[src/rtl/spi_bus_switch_pkg.sv]
// Shared types and constants for the SPI pad arbiter: FSM encoding, pad idle
// levels and width helpers for counters and owner indices.
package spi_bus_switch_pkg;

  typedef enum logic [1:0] {
    ST_OWN       = 2'd0,
    ST_WAIT_IDLE = 2'd1,
    ST_GUARD     = 2'd2
  } state_t;

  localparam logic CS_IDLE   = 1'b1;
  localparam logic MOSI_IDLE = 1'b1;

  // Bits needed to hold the value max_val itself (saturation point).
  function automatic int cnt_width(input int max_val);
    return (max_val < 1) ? 1 : $clog2(max_val + 1);
  endfunction

  function automatic int idx_width(input int n);
    return (n < 2) ? 1 : $clog2(n);
  endfunction

endpackage

[src/rtl/spi_bus_switch_cnt.sv]
// Saturating up-counter with synchronous clear; tc flags the enabled cycle
// that carries the count onto MAX.
module spi_bus_switch_cnt
  import spi_bus_switch_pkg::*;
#(
  parameter int MAX = 4,
  parameter int W   = cnt_width(MAX)
) (
  input  logic clk,
  input  logic rst,
  input  logic clr,
  input  logic en,
  output logic tc
);

  localparam logic [W-1:0] MAX_V  = W'(MAX);
  localparam logic [W-1:0] LAST_V = W'(MAX - 1);

  logic [W-1:0] count;

  always_ff @(posedge clk or posedge rst) begin
    if (rst) begin
      count <= '0;
    end else if (clr) begin
      count <= '0;
    end else if (en && (count != MAX_V)) begin
      count <= count + W'(1);
    end
  end

  assign tc = en && !clr && (count == LAST_V);

endmodule

[src/rtl/spi_bus_switch.sv]
// N-master SPI pad arbiter: hands the SD-card pads to a new master only once
// the current owner is idle (or timed out), with a forced-deselect guard gap.
module spi_bus_switch
  import spi_bus_switch_pkg::*;
#(
  parameter int N_MASTERS      = 2,
  parameter int SEL_W          = $clog2(N_MASTERS),
  parameter int RESET_OWNER    = 0,
  parameter int IDLE_CYCLES    = 4,
  parameter int GUARD_CYCLES   = 16,
  parameter int TIMEOUT_CYCLES = 1024,
  parameter bit CPOL           = 1'b0
) (
  input  logic                 clk,
  input  logic                 rst,
  input  logic [SEL_W-1:0]     sel_req,
  input  logic                 sel_valid,
  output logic                 busy_o,
  output logic                 switch_done_o,
  output logic                 sel_err_o,
  output logic                 timeout_o,
  output logic [SEL_W-1:0]     owner_o,
  input  logic [N_MASTERS-1:0] cs_i,
  input  logic [N_MASTERS-1:0] sclk_i,
  input  logic [N_MASTERS-1:0] mosi_i,
  output logic [N_MASTERS-1:0] miso_o,
  output logic                 cs_o,
  output logic                 sclk_o,
  output logic                 mosi_o,
  input  logic                 miso_i
);

  localparam logic [SEL_W:0] N_V    = (SEL_W + 1)'(N_MASTERS);
  localparam int             TO_MAX = (TIMEOUT_CYCLES == 0) ? 1 : TIMEOUT_CYCLES;
  localparam bit             TO_EN  = (TIMEOUT_CYCLES != 0);

  state_t           state, state_next;
  logic [SEL_W-1:0] owner_q, pending_q;
  logic             own_cs, own_sclk, own_mosi;
  logic             req_take, req_bad, req_same, req_switch;
  logic             idle_tc, guard_tc, to_tc, to_hit, guard_last;
  logic             pad_cs_d, pad_sclk_d, pad_mosi_d;

  assign own_cs   = cs_i[owner_q];
  assign own_sclk = sclk_i[owner_q];
  assign own_mosi = mosi_i[owner_q];

  // Handshake: sel_valid is taken on any cycle busy_o is low (state OWN);
  // while busy_o is high the strobe is dropped, there is no queueing.
  assign req_take   = sel_valid && (state == ST_OWN);
  assign req_bad    = req_take && ({1'b0, sel_req} >= N_V);
  assign req_same   = req_take && !req_bad && (sel_req == owner_q);
  assign req_switch = req_take && !req_bad && !req_same;

  spi_bus_switch_cnt #(.MAX(IDLE_CYCLES)) u_idle_cnt (
    .clk (clk),
    .rst (rst),
    .clr ((state != ST_WAIT_IDLE) || !own_cs),
    .en  (1'b1),
    .tc  (idle_tc)
  );

  spi_bus_switch_cnt #(.MAX(GUARD_CYCLES)) u_guard_cnt (
    .clk (clk),
    .rst (rst),
    .clr (state != ST_GUARD),
    .en  (1'b1),
    .tc  (guard_tc)
  );

  spi_bus_switch_cnt #(.MAX(TO_MAX)) u_timeout_cnt (
    .clk (clk),
    .rst (rst),
    .clr (state != ST_WAIT_IDLE),
    .en  (TO_EN),
    .tc  (to_tc)
  );

  assign to_hit     = TO_EN && to_tc;
  assign guard_last = (state == ST_GUARD) && guard_tc;

  always_ff @(posedge clk or posedge rst) begin
    if (rst) begin
      state <= ST_OWN;
    end else begin
      state <= state_next;
    end
  end

  always_comb begin
    state_next = state;
    case (state)
      ST_OWN:       if (req_switch) state_next = ST_WAIT_IDLE;
      ST_WAIT_IDLE: if (idle_tc || to_hit) state_next = ST_GUARD;
      ST_GUARD:     if (guard_tc) state_next = ST_OWN;
      default:      state_next = ST_OWN;
    endcase
  end

  // The old owner keeps the pads through WAIT_IDLE; only GUARD forces idle.
  always_comb begin
    busy_o     = (state != ST_OWN);
    miso_o     = '1;
    pad_cs_d   = CS_IDLE;
    pad_sclk_d = CPOL;
    pad_mosi_d = MOSI_IDLE;
    if (state == ST_OWN) begin
      miso_o[owner_q] = miso_i;
    end
    if (state != ST_GUARD) begin
      pad_cs_d   = own_cs;
      pad_sclk_d = own_sclk;
      pad_mosi_d = own_mosi;
    end
  end

  always_ff @(posedge clk or posedge rst) begin
    if (rst) begin
      owner_q       <= SEL_W'(RESET_OWNER);
      pending_q     <= SEL_W'(RESET_OWNER);
      cs_o          <= CS_IDLE;
      sclk_o        <= CPOL;
      mosi_o        <= MOSI_IDLE;
      switch_done_o <= 1'b0;
      sel_err_o     <= 1'b0;
      timeout_o     <= 1'b0;
    end else begin
      cs_o          <= pad_cs_d;
      sclk_o        <= pad_sclk_d;
      mosi_o        <= pad_mosi_d;
      sel_err_o     <= req_bad;
      switch_done_o <= req_same || guard_last;
      if (req_switch) begin
        pending_q <= sel_req;
        timeout_o <= 1'b0;
      end else if ((state == ST_WAIT_IDLE) && to_hit && !idle_tc) begin
        timeout_o <= 1'b1;
      end
      if (guard_last) begin
        owner_q <= pending_q;
      end
    end
  end

  assign owner_o = owner_q;

endmodule

[config.mk]
export PLATFORM = sky130hd
export DESIGN_NAME = spi_bus_switch
export DESIGN_NICKNAME = d
export VERILOG_FILES = /design/src/rtl/spi_bus_switch_pkg.sv /design/src/rtl/spi_bus_switch_cnt.sv /design/src/rtl/spi_bus_switch.sv
export SDC_FILE = /design/constraint.sdc
export NUM_CORES = 1
export LEC_CHECK = 0
export CORE_UTILIZATION = 35
export DETAILED_ROUTE_END_ITERATION = 10
export GPL_ROUTABILITY_DRIVEN = 0
export PLACE_DENSITY = 0.57
export SLEW_MARGIN = 20
export SYNTH_ARGS = -nofsm -noshare
export SYNTH_HDL_FRONTEND = slang
export SYNTH_SLANG_ARGS = --single-unit
[constraint.sdc]
create_clock -name clk -period 3.6 [get_ports clk]
set_input_delay 1.08 -clock clk [delete_from_list [all_inputs] [get_ports clk]]
set_output_delay 1.08 -clock clk [all_outputs]
set_load 0.01 [all_outputs]
==> results.toml, run 1 <==
[outcome]
status = "finished, final reports clean"

[power]
power_density_mw_per_mm2 = 501
p_switching_uw = 286
seqPwrFrac_pct = 45.3
p_leak_nw = 0.765
sw_frac_of_total_pct = 31.5
p_comb_share_pct = 27.6
p_int_uw = 621
ir_drop_v = 0.000176
power.total_uw = 907
clkPwrFrac_pct = 27.1

[route]
wire_per_inst_um = 13.0
vias = 1146
ant_nets = 0
drtIter0Drc = 61
drc = 0
wirelength_mm = 2.88
first_pass_iters = 6
avgViaCountPerCell = 5.16

[clock_tree]
cts.sinks = 28
cts_tree = "yes"
cts_hold_buffers = 0
cts_setup_buffers = 0
path_clk_slew_ns = 0.10
cts_buffers = 3
cts_resized = 0
clock_latency_ns = 0.27
clk_path_buf_depth = 2
cts_root_buffer = "clkbuf_8"
cts_max_level = 1

[placed_design]
post-dp-hpwl_mm = 2.08
dpl_cell_area_mm2 = 0.00174
dpl.cell_count = 218
port_buffers = 19

[synthesis]
syn_inst = 153
yosysWarnings = 0
synth_nets = 172
yosysMostFrequentCell = "dfrtp_1"
synth.area.top_cells = "dfrtp_1, ha_1, mux2i_1"
synth_area_mm2 = 0.00150
synth_cell_types = 42
synthTopCellsByCount = "dfrtp_1, inv_1, nand2_1, nor2_1, a21oi_1"
synth-main-ff-cell = "dfrtp_1"
yosysSeqAreaShare_pct = 46.8
synth_edf_count = 0
synth.avg_cell_area_um2 = 9.83
synth_top_area_share_pct = 43.3
synth_top_area_cell = "dfrtp_1"
ys_ff_latch = 28
async_flop_share_pct = 100

[grt]
grt_max_degree = 29
grt_pass1_vias = 1072
grt-ovfl-total = 0
grtUsageTotal_pct = 14.1
grt_first_pass_wirelength_mm = 4.75
antenna_found_initial = 0

[final_layout]
num_antenna_cells = 0
final_area_mm2 = 0.00181
fin_util_pct = 44.7
fin_cells = 222
nets = 192
area_growth_pct = 20.5
layout-drive-gt1-share_pct = 7.56

[floorplanning]
die_h_um = 67.6
io_pins = 21
rows = 23
die_w_um = 67.6
dieArea_mm2 = 0.00456
start_util_pct = 37.1
core-area_mm2 = 0.00406

[timing]
fin_crit_sh_pct = 94.0
clock.fmax_mhz = 295
drv_slew = 0
clock_skew_ns = 0.00627
rsz0062_at_grt = "no"
period_minus_slack_ns = 3.38
setup_tns_ns = 0
max_slew_margin_pct = 44.3
worst_pin_slew_ns = 0.825
setup_viol = 0
hold_violations = 0

[hold_path]
hp-class = "reg2reg"

[critical_path]
critical_path_class = "in2out"
startpoint_type = "input port"
crit_fanout = 2
worstPathRequired_ns = 2.52
cp_data_arrival_time_ns = 2.30
cp-end-kind = "output pin"

[run]
drv_cap = 0
-- power by group through the flow --
| stage | Combinational [mW] | Sequential, mW | Clock [mW] |
|---|---|---|---|
| floorplan | 0.177 | 0.403 | 0 |
| global placement | 0.245 | 0.412 | 0 |
| detailed placement | 0.252 | 0.416 | 0 |
| CTS | 0.254 | 0.410 | 0.257 |
| global route | 0.284 | 0.418 | 0.267 |
| finish | 0.251 | 0.411 | 0.246 |
-- worst paths after layout --
kind	cells after the start	end	slack, ns	start
worst max-delay path	3	miso_o[0]	0.22	miso_i
worst min-delay path	2	pending_q	0.55	pending_q
worst max register to register	5	u_guard_cnt.count[1]	1.86	u_guard_cnt.count[0]
worst min register to register	2	pending_q	0.55	pending_q
max in group asynchronous	3	mosi_o	2.13	rst
min in group asynchronous	3	u_timeout_cnt.count[8]	1.16	rst
-- kinds of logic after synthesis --
group           share of synthesized area (%)
fa+ha+maj                                6.66
compound gates                           10.3
other cells                             0.249
xor+xnor                                 4.08
simple gates                             22.5
buf+inv                                  4.74
mux                                      4.74
flops                                    46.8
-- area by class of cell --
cell class | count | area, um^2
multi-input combinational | 107 | 729
inverter | 13 | 48.8
timing repair buffer | 20 | 198
clock inverter | 1 | 30.0
sequential | 28 | 703
tap | 50 | 62.6
fill | 381 | 2240
clock buffer | 3 | 41.3
-- cell usage in the layout, fill, tap and decap left out, drive strengths merged, types with 2 or more instances in the layout --
cell | synthesis | routed
o21ai | 6 | 6
o31a | 2 | 2
xor2 | 3 | 3
o31ai | 3 | 3
ha | 8 | 8
clkbuf | 4 | 3
mux2i | 6 | 6
or3b | 2 | 2
nand2b | 3 | 3
nand2 | 11 | 11
nand4 | 3 | 3
dfstp | 2 | 2
nor2 | 11 | 11
dfrtp | 26 | 26
inv | 13 | 13
clkdlybuf4s50 | 0 | 19
or4 | 3 | 3
xnor2 | 4 | 4
nand3 | 8 | 8
or3 | 3 | 3
a21oi | 10 | 10
nor4 | 3 | 3
-- flip-flops by register name (all words and copies together) (netlist names) --
name	count
u_guard_cnt.count	5
u_timeout_cnt.count	11
pending_q	1
switch_done_o	1
sclk_o	1
u_idle_cnt.count	3
timeout_o	1
owner_o	1
mosi_o	1
cs_o	1
state	2
-- routing by layer --
| metal | GRT usage [%] | vias to the layer above | part of all wire [%] |
|---|---|---|---|
| met5 | 0 | - | 0 |
| met4 | 6.38 | 0 | 0.80 |
| met3 | 3.38 | 2 | 4.3 |
| met2 | 22.4 | 20 | 46 |
| met1 | 18.1 | 551 | 49 |
| li1 | - | 573 | - |
-- critical path: stages --
cell,delay (ns)
clkdlybuf4s50_1,0.40
or3_1,0.34
clkdlybuf4s50_1,0.49
-- stage by stage --
step                      worst slack [ns]  hold WS [ns]
after floorplan                       1.06         0.481
after detailed placement             0.209         0.513
final                                0.215         0.551
after global routing                 0.188         0.581
after CTS                            0.213         0.546
after global placement               0.209         0.520
Power figures use the tool's default switching activity.
==> run 2: changes to the inputs <==
Settings changed: HOLD_SLACK_MARGIN set to 0.05.
==> results of run 2 <==
Same layout as run 1: the final DEF is identical, and so are final timing and power.
==> run 3: changes to the inputs <==
Settings changed: RECOVER_POWER set to 50.
==> results.toml, run 3 (synthesis gave the netlist of run 1 again) <==
[outcome]
status = "complete, but fails checks"
violations = "max-capacitance violations, max-slew violations"

[placed_design]
port_buffers = 19
pre_cts_ws_ns = 0.209
post-dp-hpwl_mm = 2.08

[floorplanning]
die_w_um = 67.6
core-area_mm2 = 0.00406
rows = 23
dieArea_mm2 = 0.00456
io_pins = 21
start_util_pct = 37.1
die_h_um = 67.6

[clock_tree]
cts_buffers = 3
clock_latency_ns = 0.27
cts_resized = 0
clk_path_buf_depth = 2
cts.sinks = 28
cts_root_buffer = "clkbuf_8"
cts_hold_buffers = 0
path_clk_slew_ns = 0.10
cts_tree = "yes"
cts_max_level = 1
cts_setup_buffers = 0

[power]
sw_frac_of_total_pct = 31.6
power_density_mw_per_mm2 = 501
p_leak_nw = 0.762
clkPwrFrac_pct = 27.1
p_comb_share_pct = 27.5
p_switching_uw = 286
p_int_uw = 620
seqPwrFrac_pct = 45.3
ir_drop_v = 0.000176

[route]
avgViaCountPerCell = 5.17
ant_nets = 0
vias = 1148
wire_per_inst_um = 13.0
wirelength_mm = 2.88
first_pass_iters = 6
drc = 0
drtIter0Drc = 58

[critical_path]
worstPathRequired_ns = 2.52
cp-end-kind = "output pin"
startpoint_type = "input port"
critical_path_class = "in2out"
cp_slowest_cell = "clkdlybuf4s50_1"
cpMostUsedCell = "clkdlybuf4s50_1"
reg2reg_depth = 5
path_delay_family = "buffers and inverters"
crit_fanout = 2
crit_buf_inv = 2
slowest_delay_ns = 0.49
cp_cell_sequence = "clkdlybuf4s50_1, or3_1, clkdlybuf4s50_1"
rr_endpoint = "u_guard_cnt.count[1]"
r2r_slack_ns = 1.86
cp_data_arrival_time_ns = 2.30
r2r_start = "u_guard_cnt.count[0]"

[grt]
grt_first_pass_wirelength_mm = 4.75
grt_max_degree = 29
grt_pass1_vias = 1072
grt-ovfl-total = 0
antenna_found_initial = 0
grtUsageTotal_pct = 14.1

[hold_path]
hp-class = "reg2reg"
hold_depth = 2
min-delay-start = "pending_q"
hold_end = "pending_q"

[final_layout]
final_cell_mix = "dfrtp_1, clkdlybuf4s50_1, inv_1"
register_area_um2 = 703
layout_commonest_cell = "dfrtp_1"
area_growth_pct = 20.3
multi_input_area_um2 = 729
registers.top_by_ff_count = "u_timeout_cnt.count"
layout-drive-gt1-share_pct = 6.98
nFillCells = 381
fin_util_pct = 44.6
num_antenna_cells = 0
largest_reg_flops = 11
nets = 192
reg_top3 = "u_timeout_cnt.count (11), u_guard_cnt.count (5), u_idle_cnt.count (3)"

[timing]
setup_viol = 0
max_slew_margin_pct = -0.329
hold_violations = 0
worst_pin_slew_ns = 1.50
setup_slack_ns = 0.215
fin_crit_sh_pct = 94.0
setup_tns_ns = 0
clock_skew_ns = 0.00627
period_minus_slack_ns = 3.38
drv_slew = 28
clock.fmax_mhz = 295
rsz0062_at_grt = "no"

[run]
drv_cap = 1
-- run 3: cell count changes in the layout (fill, tap and decap cells not counted), sizes merged --
cell           before  now
clkdlybuf4s50      19   17
dlygate4sd3         0    2
clkbuf              3    4
buf                 1    0
-- run 3: per-layer routing --
layer,track usage (%),routed length [um]
met1,18.1,1420
met2,22.4,1320
met3,3.38,125
met5,0,0
met4,6.38,23
-- run 3: power groups by stage --
stage	sequential, mW	combinational [mW]	clock (mW)
detailed placement	0.416	0.252	0
floorplan	0.403	0.177	0
finish	0.411	0.250	0.246
global placement	0.412	0.245	0
global route	0.418	0.283	0.267
CTS	0.410	0.254	0.257
-- run 3: area by class of cell --
| class | instances | share of cell area [%] |
|---|---|---|
| clock inverter | 1 | 1.66 |
| clock buffer | 3 | 2.28 |
| sequential | 28 | 38.9 |
| inverter | 13 | 2.70 |
| timing repair buffer | 20 | 10.7 |
| tap | 50 | 3.46 |
| multi-input combinational | 107 | 40.3 |
-- run 3: how the worst max path moves through the flow --
stage | slack [ns] | to | startpoint | cells after the start
floorplan | 1.06 | miso_o[0] | miso_i | 1
global placement | 0.21 | miso_o[0] | miso_i | 3
detailed placement | 0.21 | miso_o[0] | miso_i | 3
CTS | 0.21 | miso_o[0] | miso_i | 3
global route | 0.19 | miso_o[0] | miso_i | 3
finish | 0.22 | miso_o[0] | miso_i | 3
-- run 3: tightest hold or removal path, cell delays in order (launching register included) --
cell and delay (ns):
dfrtp_1 0.38, o21ai_0 0.09, nand2_1 0.05
-- run 3: per-stage QoR --
step	area, um^2	hold WS [ns]	instances	total power, mW
3_5_place_dp	1740	0.513	218	0.669
2_1_floorplan	1500	0.481	153	0.580
4_1_cts	1810	0.546	222	0.921
5_1_grt	1810	0.581	222	0.968
3_3_place_gp	1740	0.520	218	0.657
6_report	1810	0.551	222	0.906
